$ cat src/rtl/uart_tx_arbiter_pkg.sv
// Shared definitions for the UART transmit arbiter: FSM encoding and sizing constants.
package uart_tx_arbiter_pkg;

   typedef enum logic [1:0] {
      ST_ARB       = 2'd0,
      ST_START     = 2'd1,
      ST_WAIT_BUSY = 2'd2,
      ST_WAIT_DONE = 2'd3
   } arb_state_e;

   localparam int NREQ_MAX = 8;
   // Cycles after the start pulse by which the transmitter must have dropped ready.
   localparam int WB_GUARD = 4;

endpackage

$ cat src/rtl/uart_tx_arbiter_rr_pick.sv
// Combinational round-robin selector: first set bit of req searching upward from last+1, wrapping at N.
module rr_pick
   import uart_tx_arbiter_pkg::*;
#(
   parameter int N = 4
) (
   input  logic [N-1:0] req,
   input  logic [2:0]   last,
   output logic         valid,
   output logic [2:0]   idx
);

   logic [NREQ_MAX-1:0] req_x;
   logic [3:0]          cand;

   assign req_x = NREQ_MAX'(req);

   // Scan from the farthest candidate to the nearest so the nearest hit wins.
   always_comb begin
      valid = 1'b0;
      idx   = '0;
      cand  = '0;
      for (int k = N; k >= 1; k--) begin
         cand = {1'b0, last} + 4'(k);
         if (cand >= 4'(N)) cand = cand - 4'(N);
         if (req_x[cand[2:0]]) begin
            valid = 1'b1;
            idx   = cand[2:0];
         end
      end
   end

endmodule

$ cat src/rtl/uart_tx_arbiter.sv
// Shares one uart_tx among NREQ byte producers with round-robin arbitration and packet locking.
//   state        | meaning
//   ST_ARB       | pick next requester (lock owner only while locked), run lock timeout
//   ST_START     | one-cycle start pulse and ack, update last/lock
//   ST_WAIT_BUSY | wait for transmitter to drop ready, fault after WB_GUARD cycles
//   ST_WAIT_DONE | wait for transmitter to raise ready again
module uart_tx_arbiter
   import uart_tx_arbiter_pkg::*;
#(
   parameter int NREQ    = 4,
   parameter int LOCK_TO = 1024
) (
   input  logic              clk,
   input  logic              rst,
   input  logic [NREQ-1:0]   req,
   input  logic [8*NREQ-1:0] req_data,
   input  logic [NREQ-1:0]   req_last,
   output logic [NREQ-1:0]   ack,
   output logic [2:0]        grant_id,
   output logic              busy,
   output logic              err,
   output logic              tx_start,
   output logic [7:0]        tx_data,
   input  logic              tx_ready
);

   localparam int              CW     = $clog2(LOCK_TO + 1);
   localparam int              DW     = 8 * NREQ_MAX;
   localparam logic [CW-1:0]   TO_MAX = CW'(LOCK_TO);

   arb_state_e          state_q, state_d;
   logic [2:0]          grant_q, grant_d;
   logic [2:0]          last_q, last_d;
   logic                locked_q, locked_d;
   logic [CW-1:0]       to_cnt_q, to_cnt_d;
   logic [2:0]          wb_cnt_q, wb_cnt_d;
   logic [7:0]          tx_data_q, tx_data_d;
   logic                err_q, err_d;

   logic [NREQ_MAX-1:0] req_x, req_last_x;
   logic [DW-1:0]       data_x;
   logic                pick_valid;
   logic [2:0]          pick_idx;

   assign req_x      = NREQ_MAX'(req);
   assign req_last_x = NREQ_MAX'(req_last);
   assign data_x     = DW'(req_data);

   rr_pick #(.N(NREQ)) u_rr_pick (
      .req   (req),
      .last  (last_q),
      .valid (pick_valid),
      .idx   (pick_idx)
   );

   always_comb begin
      state_d   = state_q;
      grant_d   = grant_q;
      last_d    = last_q;
      locked_d  = locked_q;
      to_cnt_d  = to_cnt_q;
      wb_cnt_d  = wb_cnt_q;
      tx_data_d = tx_data_q;
      err_d     = 1'b0;
      case (state_q)
         ST_ARB: begin
            if (locked_q) begin
               if (req_x[grant_q]) begin
                  if (tx_ready) begin
                     tx_data_d = data_x[{grant_q, 3'b000} +: 8];
                     state_d   = ST_START;
                  end
               end else if (to_cnt_q == TO_MAX) begin
                  locked_d = 1'b0;
                  err_d    = 1'b1;
               end else begin
                  to_cnt_d = to_cnt_q + 1'b1;
               end
            end else if (pick_valid && tx_ready) begin
               grant_d   = pick_idx;
               tx_data_d = data_x[{pick_idx, 3'b000} +: 8];
               state_d   = ST_START;
            end
         end
         ST_START: begin
            last_d   = grant_q;
            locked_d = ~req_last_x[grant_q];
            to_cnt_d = '0;
            wb_cnt_d = 3'd1;
            state_d  = ST_WAIT_BUSY;
         end
         ST_WAIT_BUSY: begin
            if (!tx_ready) begin
               state_d = ST_WAIT_DONE;
            end else if (wb_cnt_q == 3'(WB_GUARD - 1)) begin
               err_d   = 1'b1;
               state_d = ST_ARB;
            end else begin
               wb_cnt_d = wb_cnt_q + 1'b1;
            end
         end
         ST_WAIT_DONE: begin
            if (tx_ready) state_d = ST_ARB;
         end
         default: state_d = ST_ARB;
      endcase
   end

   always_ff @(posedge clk or posedge rst) begin
      if (rst) begin
         state_q   <= ST_ARB;
         grant_q   <= '0;
         last_q    <= 3'(NREQ - 1);
         locked_q  <= 1'b0;
         to_cnt_q  <= '0;
         wb_cnt_q  <= '0;
         tx_data_q <= '0;
         err_q     <= 1'b0;
      end else begin
         state_q   <= state_d;
         grant_q   <= grant_d;
         last_q    <= last_d;
         locked_q  <= locked_d;
         to_cnt_q  <= to_cnt_d;
         wb_cnt_q  <= wb_cnt_d;
         tx_data_q <= tx_data_d;
         err_q     <= err_d;
      end
   end

   assign tx_start = (state_q == ST_START);
   assign busy     = (state_q != ST_ARB);
   assign ack      = (state_q == ST_START) ? NREQ'(8'b1 << grant_q) : '0;
   assign grant_id = grant_q;
   assign tx_data  = tx_data_q;
   assign err      = err_q;

endmodule

$ cat config.mk
export PLATFORM = sky130hd
export DESIGN_NAME = uart_tx_arbiter
export DESIGN_NICKNAME = d
export VERILOG_FILES = /design/src/rtl/uart_tx_arbiter_pkg.sv /design/src/rtl/uart_tx_arbiter_rr_pick.sv /design/src/rtl/uart_tx_arbiter.sv
export SDC_FILE = /design/constraint.sdc
export NUM_CORES = 1
export LEC_CHECK = 0
export CAP_MARGIN = 20
export CELL_PAD_IN_SITES_DETAIL_PLACEMENT = 0
export CELL_PAD_IN_SITES_GLOBAL_PLACEMENT = 1
export CORE_ASPECT_RATIO = 1.1
export CORE_UTILIZATION = 41
export CTS_BUF_LIST = sky130_fd_sc_hd__clkbuf_8
export DETAILED_ROUTE_END_ITERATION = 8
export PLACE_DENSITY_LB_ADDON = 0.1
export SLEW_MARGIN = 25
export SYNTH_ARGS = -nofsm -noshare
export SYNTH_HDL_FRONTEND = slang
export SYNTH_SLANG_ARGS = --single-unit
$ cat constraint.sdc
create_clock -name clk -period 5.2 [get_ports clk]
set_input_delay 0.78 -clock clk [delete_from_list [all_inputs] [get_ports clk]]
set_output_delay 0.78 -clock clk [all_outputs]
set_load 0.05 [all_outputs]
==> metrics, run 1 <==
status completed; Synth Register Bits 32; Clock Pin Slew Worst Setup and Hold Paths about 70 ps; wire per inst approximately 15 um; dpl cell area about 3000 um2; Starting DRT DRC Count between 50 and 60; Clk Latency, worst-skew pair 290 ps; Least-Margin Pin Slew 704 ps; TNS Setup 0 ps; Fin. Hold Viols 0; crit start category flip-flop; post-synthesis cell area 2350 um2; initial antenna violation count 0; Avg Inst Size Synth slightly below 10 um2; n_diodes 0; first-pass GRT wire length around 8.6 mm; Mapped Cells 240; RSZ-0062 raised after global routing no; Hold WC Path Type flip-flop to flip-flop; Fillers 529; Setup Viol. Count Final 0; layout cells sized above 1 0.105; Static Leakage 1.29 nW; die area about 6000 um2; Power, Total approximately 1.8 mW; Routed Antenna Nets 0; total core area approximately 5500 um2; # Post-CTS Setup Buffers 0; Critical-path top delay cell clkdlybuf4s50_1; Die X 74.2 um; WS Path Type flip-flop to output pin; Post-synth EDFFs 0; CTS tree done; CP endpoint kind output pin; final wirelength 5.64 mm; post-synth cell types 53; Clk Tree Root Cell clkbuf_8; Post-DP HPWL 4.25 mm; CP delay by family, top buffers and inverters; commonest non-fill, non-tap cell in the layout clkdlybuf4s50_1; crit-path max cell delay 830 ps; maximum VDD drop 0.000333 V; Area Growth Syn to Fin 29.8%; via count 1943; Yosys top cell area share 0.319; Critical Path AT 2670 ps; Hold Buf Count CTS 0; slew margin rel. 0.531; H-tree Lvls 2; Pwr Density 588 nW/um2; gr ovfl total 0; Syn. warnings 0; vias in the first global route 1743; CP Max Fanout 13; DRC Markers 0; Final nets 348; Final Instance Area 3050 um2; WP buf/inv 2; register area share after synthesis 0.342; Yosys top cell by area dfrtp_1; clk_skew 7.77 ps; Max Root-Sink Buffers 2; Core Rows 28; GR Util All Layers 0.190; max-slew violation count 0; Syn Nets roughly 290; clk sinks 32; Placer Congestion about 0.85; port buffer count 60; largest net degree at the start of global routing 33; setup ws final 1750 ps; Async SR Flop Fraction 1.00; Synth Flop Type dfrtp_1; fmax around 290 MHz; max cap viols 0; minimum clock period between 3000 and 4000 ps; Worst EP required approximately 4400 ps; most frequent cells in the layout clkdlybuf4s50_1, dfrtp_1, nand2_1; Avg Vias per Cell 5.24; critical path cell sequence inv_1 -> ha_1 -> nor2b_1 -> nor3b_1 -> clkdlybuf4s50_1; DIE HEIGHT 81.4 um; pre-CTS worst setup slack 1790 ps; Synth area leaders dfrtp_1, mux2i_1, o221ai_2; post_cts resized 0; Starting Density 0.430; TritonCTS Buffers 5; Top Ports 61; drt pass-1 iters 4; Tcrit/Tclk final 0.664
==> cells in the mapped netlist (all sizes together) (3+ instances only) <==
cell type  number
dfrtp          30
nand2          23
mux2i          19
nor2           18
inv            15
ha             10
o21ai          10
o221ai         10
buf             9
a21oi           8
nand4           7
nor2b           7
and3            5
mux2            5
nor3b           5
xor2            5
a211oi          4
clkbuf          4
nand2b          4
nand3           4
xnor2           4
a211o           3
a2bb2oi         3
and2            3
mux4            3
==> metal layers <==
layer,vias up,global-route usage,part of all wire
met4,0,0.0519,0.011
met3,5,0.0380,0.042
li1,984,-,-
met1,914,0.259,0.48
met2,40,0.305,0.47
met5,-,0,0
==> where the power goes <==
part / switching, mW / internal [mW] / total, mW
Clock: 0.0958 / 0.106 / 0.201
Combinational: 0.682 / 0.474 / 1.16
Sequential: 0.104 / 0.332 / 0.436
Total: 0.882 / 0.912 / 1.79
==> kinds of logic (layout without fill, tap and decap cells) <==
group           after synthesis  in the layout  share of synthesized area
compound gates               52             52                      0.196
xor+xnor                      9              9                     0.0335
fa+ha+maj                    10             10                     0.0532
buf+inv                      28             84                     0.0644
flops                        32             32                      0.342
mux                          27             27                      0.135
simple gates                 82             82                      0.176
==> flip-flops by register name, summed over array words and instances (netlist names) <==
register  count
grant_id      3
wb_cnt_q      3
err           1
locked_q      1
last_q        3
tx_data       8
state_q       2
to_cnt_q     11
==> layout make-up <==
cell class / count / area [um2] / area share
inverters: 15 / 56.3 / 0.0185
clock buffers: 6 / 82.6 / 0.0271
well taps: 75 / 93.8 / 0.0308
multi-input cells: 180 / 1400 / 0.458
clock inverters: 2 / 10.0 / 0.00328
repair buffers: 61 / 608 / 0.199
flip-flops and latches: 32 / 803 / 0.263
==> worst paths after layout <==
| kind | startpoint | endpoint | slack [ps] | cells after the start |
|---|---|---|---|---|
| setup / recovery | state_q[1] | ack[0] | 1750 | 5 |
| hold / removal | tx_data[4] | tx_data[4] | 490 | 2 |
| setup reg to reg | last_q[0] | tx_data[3] | 1860 | 8 |
| hold reg to reg | tx_data[4] | tx_data[4] | 490 | 2 |
| max in group asynchronous | rst | last_q[0] | 3980 | 3 |
| min in group asynchronous | rst | wb_cnt_q[1] | 880 | 3 |
==> per-stage QoR <==
step / utilization / hold slack [ps] / cells
2_1_floorplan: - / 506 / 240
4_1_cts: 0.558 / 496 / 371
3_3_place_gp: 0.541 / 475 / 363
6_report: 0.558 / 492 / 371
3_5_place_dp: 0.541 / 483 / 363
5_1_grt: 0.558 / 527 / 371
==> worst min-delay path, stage by stage, from the launching register on <==
cell and delay (ps):
dfrtp_1 350, nand2_1 60, o221ai_2 50
Note: power is estimated with default switching activity, not from simulation.
==> inputs of run 2 (changes only) <==
Settings changed: CORE_UTILIZATION 41 to 38.
Clock period 5.2 ns to 3.46 ns, I/O delays scaled along.
==> run 2 against run 1 <==
Compared with the run above:
- die area rose by 7.7%
- utilization is 3.2 points lower
- cell count is 1.6% higher
- via count rose by 2.9%
- sequential power rose by 47%
- non-clock buffer count increased by 4
- count of clock-buffer cells in the layout grew 1
- first-iteration DRC count rose by 74%
- routed wire length increased by 0.25%
- critical endpoint is now tx_data[3]
- largest cell class unchanged
==> metrics, run 2 (same netlist as run 1, synthesis figures left out) <==
DRC Markers 0; r2r startpoint last_q[1]; Fin. Hold Viols 0; Most flops, register to_cnt_q; Top Ports between 60 and 70; crit-path max cell delay 610 ps; largest net degree at the start of global routing 33; Hold Buf Count CTS 0; Final nets 352; TritonCTS Buffers 5; Post-DP HPWL 4.29 mm; final core utilization 0.526; final wirelength 5.65 mm; Post-Layout Cell Count 377; DIE HEIGHT about 84 um; port buffer count 60; initial antenna violation count 0; FF-to-FF setup slack 370 ps; commonest non-fill, non-tap cell in the layout clkdlybuf4s50_1; Worst EP required about 3600 ps; Area Growth Syn to Fin 31.5%; Least-Margin Pin Slew 521 ps; Critical Path Stages 8; Setup Viol. Count Final 0; slew margin rel. 0.652; CP Max Fanout 10; Routed Antenna Nets 0; WS Path Type flip-flop to flip-flop; gr ovfl total 0; WP buf/inv 1; vias in the first global route 1997; fmax between 300 and 400 MHz; first-pass GRT wire length 9.61 mm; critical path cell sequence inv_1 -> ha_1 -> mux2_4 -> a21oi_2 -> o221a_2 -> a211o_1 -> nand2b_1 -> o221ai_2; via count 1999; drt pass-1 iters 4; max-slew violation count 0; # Post-CTS Setup Buffers 0; TNS Setup 0 ps; max reg flops 11; Starting DRT DRC Count 101; Pwr Density around 900 nW/um2; worst reg-to-reg path cell count 8; Clk Latency, worst-skew pair about 280 ps; Placer Congestion 0.933; total core area 5880 um2; maximum VDD drop 0.000416 V; wire per inst 15.0 um; Worst R2R End tx_data[3]; minimum clock period 3090 ps; Critical-path top delay cell dfstp_2; Clk Tree Root Cell clkbuf_8; post_cts resized 0; Avg Vias per Cell 5.30; most frequent cells in the layout clkdlybuf4s50_1, dfrtp_1, nand2_1; Static Leakage 1.32 nW; Hold WC Path Type flip-flop to flip-flop; CP delay by family, top compound AO/OA/AOI/OAI gates; clk_skew 7.24 ps; CP endpoint tx_data[3]; placed cells 369; Tcrit/Tclk final 0.894; status completed; crit start category flip-flop; n_diodes 0; Clock Pin Slew Worst Setup and Hold Paths 70 ps; Core Rows 29; GR Util All Layers 0.187; layout cells sized above 1 0.113; die area around 6500 um2; max cap viols 0; RSZ-0062 raised after global routing no; CP endpoint kind flip-flop; H-tree Lvls 2; Die X about 77 um; clk sinks 32; CTS tree done; Max Root-Sink Buffers 2; CP startpoint last_q[1]; Starting Density 0.400; Critical Path AT 3240 ps
## run 2: through the flow
step           setup slack (ps)  cell area (um2)  power (mW)  hold slack (ps)
2_1_floorplan               490             2350        2.06              506
5_1_grt                     174             3090        2.97              510
6_report                    368             3090        2.75              498
3_5_place_dp                374             2990        2.46              482
3_3_place_gp                390             2990        2.45              483
4_1_cts                     358             3090        2.79              497
## run 2: worst min path at each step
stage / from / to / slack (ps) / depth (start not counted)
final: tx_data[6] / tx_data[6] / 500 / 2
after global routing: tx_data[6] / tx_data[6] / 510 / 2
after CTS: tx_data[6] / tx_data[6] / 500 / 2
after detailed placement: tx_data[6] / tx_data[6] / 480 / 2
after global placement: tx_data[1] / tx_data[1] / 480 / 2
after floorplan: state_q[1] / state_q[1] / 510 / 1
## run 2: where the power goes
part / leakage, nW / internal [mW] / switching, mW
registers: 0.409 / 0.498 / 0.140
clock network: 0.0557 / 0.178 / 0.135
logic: 0.852 / 0.743 / 1.05
## run 2: cell type report
class / instances / area [um2]
fillers: 556 / 2790
multi-input cells: 180 / 1400
clock buffers: 7 / 96.3
repair buffers: 65 / 638
clock inverters: 1 / 3.75
inverters: 15 / 56.3
well taps: 77 / 96.3
flip-flops and latches: 32 / 803
## run 2: routing by layer
layer | vias up | global-route usage | wire, um
met5 | - | 0 | 0
met4 | 0 | 0.0566 | 63
met3 | 6 | 0.0424 | 229
met2 | 42 | 0.302 | 2680
met1 | 955 | 0.249 | 2680
li1 | 996 | - | -
## run 2: worst register-to-register path, delay by kind of cell (launching register included)
kind                     cells  cell delay, ps
multiplexers                 1             360
flip-flops                   1             610
AO/OA/AOI/OAI                4             960
buffers and inverters        1              70
adder cells (fa/ha/maj)      1             500
AND/OR/NAND/NOR              1             470
==> inputs of run 3 (changes only) <==
Settings changed: GPL_ROUTABILITY_DRIVEN set to 0.
==> results of run 3 <==
Same layout as run 2: the final DEF is identical, and so are final timing and power.
